--- config.mk ---
export PLATFORM = sky130hd
export DESIGN_NAME = hazard_ctrl
export DESIGN_NICKNAME = d
export VERILOG_FILES = /design/src/rtl/pipe_pkg.sv /design/src/rtl/sat_counter.sv /design/src/rtl/hazard_ctrl.sv
export SDC_FILE = /design/constraint.sdc
export NUM_CORES = 1
export LEC_CHECK = 0
export ABC_AREA = 1
export BUFFER_PORTS_ARGS = -buffer_cell sky130_fd_sc_hd__clkbuf_2
export CORE_AREA = 2 2 66 55
export DETAILED_ROUTE_END_ITERATION = 12
export DIE_AREA = 0 0 68 57
export PLACE_DENSITY = 0.74
export SYNTH_ARGS = -nofsm -noshare
export SYNTH_HDL_FRONTEND = slang
export SYNTH_SLANG_ARGS = --single-unit
--- constraint.sdc ---
create_clock -name clk_i -period 1.1 [get_ports clk_i]
set_clock_uncertainty 0.1 [all_clocks]
set_input_delay 0.11 -clock clk_i [delete_from_list [all_inputs] [get_ports clk_i]]
set_output_delay 0.11 -clock clk_i [all_outputs]
set_load 0.03 [all_outputs]
--- src/rtl/pipe_pkg.sv ---
// Shared pipeline definitions: sequencing FSM states, register address
// width and the NOP/bubble encodings loaded by the stage registers.
package pipe_pkg;

    // Hazard controller FSM states
    typedef enum logic {
        RUN     = 1'b0,
        MC_BUSY = 1'b1
    } hz_state_e;

    // Register file address width
    localparam int REG_AW = 5;

    // Width of the multi-cycle down-counter
    localparam int MC_CNT_W = 4;

    // Instruction word written into IF/ID on a flush (sll $0,$0,0)
    localparam logic [31:0] NOP_INSTR = 32'h0000_0000;

    // Control-field value loaded into ID/EX and EX/MEM on a bubble
    localparam logic [7:0] BUBBLE_CTRL = 8'h00;

endpackage : pipe_pkg

--- src/rtl/sat_counter.sv ---
// Saturating up-counter with increment enable and async active-low reset.
module sat_counter #(
    parameter int W = 32
) (
    input  logic         clk_i,
    input  logic         rst_ni,
    input  logic         inc_i,
    output logic [W-1:0] count_o
);

    logic [W-1:0] cnt_q;
    logic [W-1:0] cnt_d;

    // Next count: step on enable, stick at all-ones
    always_comb begin
        cnt_d = cnt_q;
        if (inc_i && (cnt_q != {W{1'b1}})) begin
            cnt_d = cnt_q + {{(W-1){1'b0}}, 1'b1};
        end else begin
            cnt_d = cnt_q;
        end
    end

    // Count register
    always_ff @(posedge clk_i or negedge rst_ni) begin
        if (!rst_ni) begin
            cnt_q <= {W{1'b0}};
        end else begin
            cnt_q <= cnt_d;
        end
    end

    assign count_o = cnt_q;

endmodule : sat_counter

--- src/rtl/hazard_ctrl.sv ---
// Pipeline sequencing controller for the 5-stage MIPS core.
// Produces enables and flush/bubble controls for the PC, IF/ID, ID/EX and
// EX/MEM registers, resolving memory wait, multi-cycle EX ops, load-use
// hazards and taken branch/jump flushes (in that priority order).
// Optional macro HAZARD_PERF_EN builds stall/flush performance counters;
// without it the counter ports read zero.
module hazard_ctrl
    import pipe_pkg::*;
#(
    parameter int MC_LAT = 4,
    parameter int REG_AW = pipe_pkg::REG_AW,
    parameter int CNT_W  = 32
) (
    input  logic              clk_i,
    input  logic              rst_i,
    input  logic              idex_memread_i,
    input  logic [REG_AW-1:0] idex_rtaddr_i,
    input  logic [REG_AW-1:0] ifid_rsaddr_i,
    input  logic [REG_AW-1:0] ifid_rtaddr_i,
    input  logic              ifid_uses_rt_i,
    input  logic              branch_taken_i,
    input  logic              jump_i,
    input  logic              mc_start_i,
    input  logic              mem_wait_i,
    output logic              pc_write_o,
    output logic              ifid_write_o,
    output logic              ifid_flush_o,
    output logic              idex_write_o,
    output logic              idex_flush_o,
    output logic              exmem_write_o,
    output logic              exmem_flush_o,
    output logic              mc_busy_o,
    output logic [CNT_W-1:0]  stall_cycles_o,
    output logic [CNT_W-1:0]  flush_count_o
);

    // Counter load value: the issue cycle itself is not a busy cycle
    localparam logic [MC_CNT_W-1:0] MC_CNT_INIT = MC_CNT_W'(MC_LAT - 1);

    hz_state_e             state_q;
    hz_state_e             state_d;
    logic [MC_CNT_W-1:0]   cnt_q;
    logic [MC_CNT_W-1:0]   cnt_d;

    logic lu_s;
    logic pc_write_s;
    logic ifid_write_s;
    logic ifid_flush_s;
    logic idex_write_s;
    logic idex_flush_s;
    logic exmem_write_s;
    logic exmem_flush_s;

    // Load-use: load in EX writes a register the IF/ID instruction reads
    always_comb begin
        lu_s = 1'b0;
        if (idex_memread_i && (idex_rtaddr_i != {REG_AW{1'b0}})) begin
            lu_s = (idex_rtaddr_i == ifid_rsaddr_i) ||
                   (ifid_uses_rt_i && (idex_rtaddr_i == ifid_rtaddr_i));
        end else begin
            lu_s = 1'b0;
        end
    end

    // Next state and stage controls, highest-priority condition first
    always_comb begin
        state_d       = state_q;
        cnt_d         = cnt_q;
        pc_write_s    = 1'b1;
        ifid_write_s  = 1'b1;
        ifid_flush_s  = 1'b0;
        idex_write_s  = 1'b1;
        idex_flush_s  = 1'b0;
        exmem_write_s = 1'b1;
        exmem_flush_s = 1'b0;
        if (!rst_i) begin
            // Hold everything and present bubbles while in reset
            pc_write_s    = 1'b0;
            ifid_write_s  = 1'b0;
            ifid_flush_s  = 1'b1;
            idex_write_s  = 1'b0;
            idex_flush_s  = 1'b1;
            exmem_write_s = 1'b0;
            exmem_flush_s = 1'b1;
        end else if (mem_wait_i) begin
            // Full freeze; state and counter hold, mc_start_i ignored
            pc_write_s    = 1'b0;
            ifid_write_s  = 1'b0;
            idex_write_s  = 1'b0;
            exmem_write_s = 1'b0;
        end else begin
            case (state_q)
                MC_BUSY: begin
                    // Front end frozen; bubbles drain into EX/MEM
                    pc_write_s    = 1'b0;
                    ifid_write_s  = 1'b0;
                    idex_write_s  = 1'b0;
                    exmem_flush_s = 1'b1;
                    if (cnt_q == {{(MC_CNT_W-1){1'b0}}, 1'b1}) begin
                        state_d = RUN;
                        cnt_d   = {MC_CNT_W{1'b0}};
                    end else begin
                        cnt_d   = cnt_q - {{(MC_CNT_W-1){1'b0}}, 1'b1};
                    end
                end
                RUN: begin
                    if (lu_s) begin
                        // Branch operands not valid yet: no redirect flush
                        pc_write_s   = 1'b0;
                        ifid_write_s = 1'b0;
                        idex_flush_s = 1'b1;
                    end else if (branch_taken_i || jump_i) begin
                        ifid_flush_s = 1'b1;
                    end else begin
                        ifid_flush_s = 1'b0;
                    end
                    if (mc_start_i) begin
                        state_d = MC_BUSY;
                        cnt_d   = MC_CNT_INIT;
                    end else begin
                        state_d = RUN;
                    end
                end
                default: begin
                    state_d = RUN;
                    cnt_d   = {MC_CNT_W{1'b0}};
                end
            endcase
        end
    end

    // FSM state and multi-cycle down-counter
    always_ff @(posedge clk_i or negedge rst_i) begin
        if (!rst_i) begin
            state_q <= RUN;
            cnt_q   <= {MC_CNT_W{1'b0}};
        end else begin
            state_q <= state_d;
            cnt_q   <= cnt_d;
        end
    end

    assign pc_write_o    = pc_write_s;
    assign ifid_write_o  = ifid_write_s;
    assign ifid_flush_o  = ifid_flush_s;
    assign idex_write_o  = idex_write_s;
    assign idex_flush_o  = idex_flush_s;
    assign exmem_write_o = exmem_write_s;
    assign exmem_flush_o = exmem_flush_s;
    assign mc_busy_o     = (state_q == MC_BUSY);

`ifdef HAZARD_PERF_EN
    logic stall_inc_s;
    logic flush_inc_s;

    assign stall_inc_s = rst_i & ~pc_write_s;
    assign flush_inc_s = rst_i & ifid_flush_s;

    sat_counter #(.W(CNT_W)) u_stall_cnt (
        .clk_i   (clk_i),
        .rst_ni  (rst_i),
        .inc_i   (stall_inc_s),
        .count_o (stall_cycles_o)
    );

    sat_counter #(.W(CNT_W)) u_flush_cnt (
        .clk_i   (clk_i),
        .rst_ni  (rst_i),
        .inc_i   (flush_inc_s),
        .count_o (flush_count_o)
    );
`else
    assign stall_cycles_o = {CNT_W{1'b0}};
    assign flush_count_o  = {CNT_W{1'b0}};
`endif

endmodule : hazard_ctrl

* Word-level counts from Yosys, hierarchy flattened
Cells that the tools add are included. W data, S select, Z words.
Word-level totals: output and inout bits 72, register bits 5
Cells by class: muxes and demuxes 28, bitwise operators 2, reductions and logical operators 7, equal/unequal tests 4, $add $sub $neg 1
Operator list (number):
- $mux W1 | 23
- $eq A5 B5 Y1 | 2
- $mux W4 | 2
- $pmux W4 S2 | 1
- $reduce_bool A5 Y1 | 1
- $eq A4 B1 Y1 const B | 1
- $pmux W1 S2 | 2
- $sub A4 B1 Y4 const B | 1
- $reduce_and A3 Y1 | 1
- $logic_and A1 B1 Y1 | 2
- $logic_or A1 B1 Y1 | 2
- $ne A2 B2 Y1 const B | 1
- $not A1 Y1 | 2
- $reduce_and A2 Y1 | 1

* Longest topological paths before layout
depth in word-level cells 8, mapped depth 9, gate-level depth less buffers 9

* Worst setup path before layout
OpenSTA, ideal clock, no wires.
path kind reg2out, start register state_q (netlist: mc_busy_o), end output port pc_write_o, path buffers 1, stages on the path, launching flop included 4, arrival 1.923 ns, setup slack -1.033 ns, path through dfrtp_1 > nor2_1 > a21boi_1 > buf_4
Between the ends: longest elaborated chain between the ends 4
RTL lines:
- from (decl) | RTL line hazard_ctrl.sv:40 | hz_state_e state_q;
- from (signal assigned) | RTL line hazard_ctrl.sv:138 | state_q <= state_d;
- $not A1 Y1
- $pmux W1 S2 (*)
- $mux W1 (*) (2 in series)
- to (decl) | RTL line hazard_ctrl.sv:25 | output logic pc_write_o,
Every way passes the cells marked *; elsewhere a longest branch is shown, timed or not.

* Worst setup path after layout
start register state_q (netlist: mc_busy_o), end output port pc_write_o
Between the ends: longest elaborated chain between the ends 4
RTL lines:
- $not A1 Y1
- $pmux W1 S2 (*) | RTL line hazard_ctrl.sv:92 | case (state_q)
- $mux W1 (*) | RTL line hazard_ctrl.sv:85 | end else if (mem_wait_i) begin
- $mux W1 (*) | RTL line hazard_ctrl.sv:76 | if (!rst_i) begin
Marked as above.

==> reports/results.ini <==
[cells_and_area]
fin_area_sq_um=1356
fillers=340
drive_above_1_share_pct=38.28
diodes=0
syn2layout_area_growth_pct=28.44
fin_nets=235
final_cell_mix=conb_1 (64), nand2_1 (29), clkbuf_2 (23), inv_1 (14), buf_4 (12)
mostFrequentLayoutCell=conb_1

[detailed_routing]
dr_total_vias=870
post_drt_via_cell_ratio=3.466
dr.pass1.iters=4
wl_per_cell_microns=8.064
first_iter_violations=6
ant_nets=0
drcViolationCount=0
drt-total-wl_microns=2024

[power_and_ir_drop]
peakVddDrop_mv=1.018
total_power_mw=2.146
power_leakage_nw=0.8057
power_density_nw_per_um2=1583

[floorplan]
initial_core_util_pct=32.19
die_h_microns=57
io_pins=95
fp.dieArea_sq_um=3876
rows=19
chipWidth_microns=68
core_area_sq_um=3281

[critical_path]
cpPeakStageDelay_ps=420
crit_path_end_kind=output port
worstSetupPathType=flop to output port
crit_path_cell_trace=buf_6 -> nor2_4 -> a21boi_4 -> buf_8
crit_fanout=3
critPathLaunchType=flop
crit_arrival_ps=1230
critPathRequiredTime_ps=890
cp_slowest_cell=dfrtp_2
critPathBufInv=2
critPathTopFamily=flip-flops
startpoint=mc_busy_o
r2r-start=mc_busy_o

[synthesis]
netlist_instances=161
async_flop_share_pct=100.0
syn_avg_cell_area_sq_um=6.559
synth_cell_types=23
synth_flop_cell=dfrtp_1
netlist_area_sq_um=1056
yosysWarnings=0
synth_seq_cells=5
synth_enable_flop_cells=0
ys_seq_area_share_pct=11.85

[timing]
grt_setup_unrepaired=yes
clock.fmax_ghz=0.6934
whs_ps=103.3
finalHoldViolations=0
layout_setup_ws_ps=-342.3
period_share_pct=131.1
min_period_ps=1442
setup_viol=12
drv_slew=0

[placement]
portBuffers=30
dp_slack_ps=-252.2
dp_hpwl_microns=1617
place_area_sq_um=1144
gp_congestion=0.7259

[outcome]
status=finished, violations left
violations=negative setup slack

[clock_tree]
cts_num_sinks=5
cts-root-buf=clkbuf_8
cts_tree=yes
cts_max_path_buffers=2
clk_pin_slew_ps=30
cts_made_buffers=3
clk-insertion-delay-late_ps=220
htreeDepth=1

[global_routing]
grt_pass1_vias=671
antenna_found_initial=0
groute.usage.overall_pct=10.15
grt_max_degree=6
grt_remaining_overflow=0
grt_pass1_wl_microns=2898

[worst_hold_path]
min_from=mc_start_i
hp-class=primary input to flop

[job]
drv_cap=0

[power breakdown]
part | switching [mW] | internal (mW) | leakage, nW
registers | 0.0786 | 0.271 | 0.0566
logic | 0.854 | 0.601 | 0.726
clock network | 0.0925 | 0.249 | 0.0228
total | 1.03 | 1.12 | 0.806
[kinds of logic after synthesis]
kind of cell / share of synthesized area [%]
buf+inv: 54.38
simple gates: 21.45
compound gates: 7.938
flops: 11.85
xor+xnor: 1.659
fa+ha+maj: 2.369
other cells: 0.3551
[what timing repair did]
item                       CTS  global route
setup endpoints to repair   12            12
buffers inserted             4             3
hold buffers                 1             0
hold endpoints to repair     5             0
pin swaps                    6             2
cloned                       0             0
gates resized for setup     24             9
[final timing paths]
kind / slack (ps) / to / cells after the start
worst max-delay path: -340 / pc_write_o / 4
worst min-delay path: 100 / mc_busy_o / 3
worst max register to register: -260 / cnt_q[3] / 7
worst min register to register: 500 / cnt_q[3] / 2
max in group asynchronous: 290 / mc_busy_o / 3
min in group asynchronous: 380 / cnt_q[0] / 3
[cell type report]
| class | instances | area, sq um | share of cell area (%) |
|---|---|---|---|
| sequential | 5 | 126.4 | 9.317 |
| tap | 42 | 52.55 | 3.875 |
| multi-input combinational | 131 | 683.2 | 50.37 |
| inverter | 23 | 93.84 | 6.919 |
| clock buffer | 4 | 45.04 | 3.321 |
| timing repair buffer | 46 | 355.3 | 26.20 |
[through the flow]
stage / std cells / setup TNS [ps] / utilization (%)
3_3_place_gp: 240 / -983.4 / 34.86
3_5_place_dp: 240 / -1108 / 34.86
6_report: 251 / -2857 / 41.34
4_1_cts: 249 / -2550 / 40.43
2_1_floorplan: 224 / -706.8 / -
5_1_grt: 251 / -3358 / 41.34
[metal layers]
| layer | up-vias | global-route usage (%) | routed length (microns) | part of all wire (%) |
|---|---|---|---|---|
| met4 | 0 | 6.571 | 50 | 2.5 |
| met3 | 4 | 2.367 | 156 | 7.7 |
| met2 | 47 | 17.06 | 1096 | 54 |
| met1 | 369 | 11.30 | 721 | 36 |
| li1 | 450 | - | - | - |
| met5 | - | 0 | 0 | 0 |
[worst register-to-register path, stage by stage, from the launching register on]
cell and delay [ps]:
dfrtp_2 390, buf_4 120, buf_8 120, inv_8 40
buf_6 120, nor2_4 130, inv_2 60, o31ai_2 200
[flip-flops by register name (all words and copies together), names as in the netlist]
name,flops
cnt_q,4
mc_busy_o,1
[synthesized netlist by cell type, types with 2 or more instances]
| cell type | instances | area, sq um |
|---|---|---|
| buf_4 | 65 | 488.0 |
| nand2_1 | 33 | 123.9 |
| inv_1 | 15 | 56.30 |
| inv_2 | 8 | 30.03 |
| nor2_1 | 6 | 22.52 |
| dfrtp_1 | 5 | 125.1 |
| nand3_1 | 4 | 20.02 |
| nand2_2 | 3 | 18.77 |
| o21ai_1 | 3 | 15.01 |
| a22oi_1 | 2 | 15.01 |
| ha_1 | 2 | 25.02 |
| nor2_2 | 2 | 12.51 |
| nor2_4 | 2 | 22.52 |
| o21ai_0 | 2 | 10.01 |
Power figures use the tool's default switching activity.
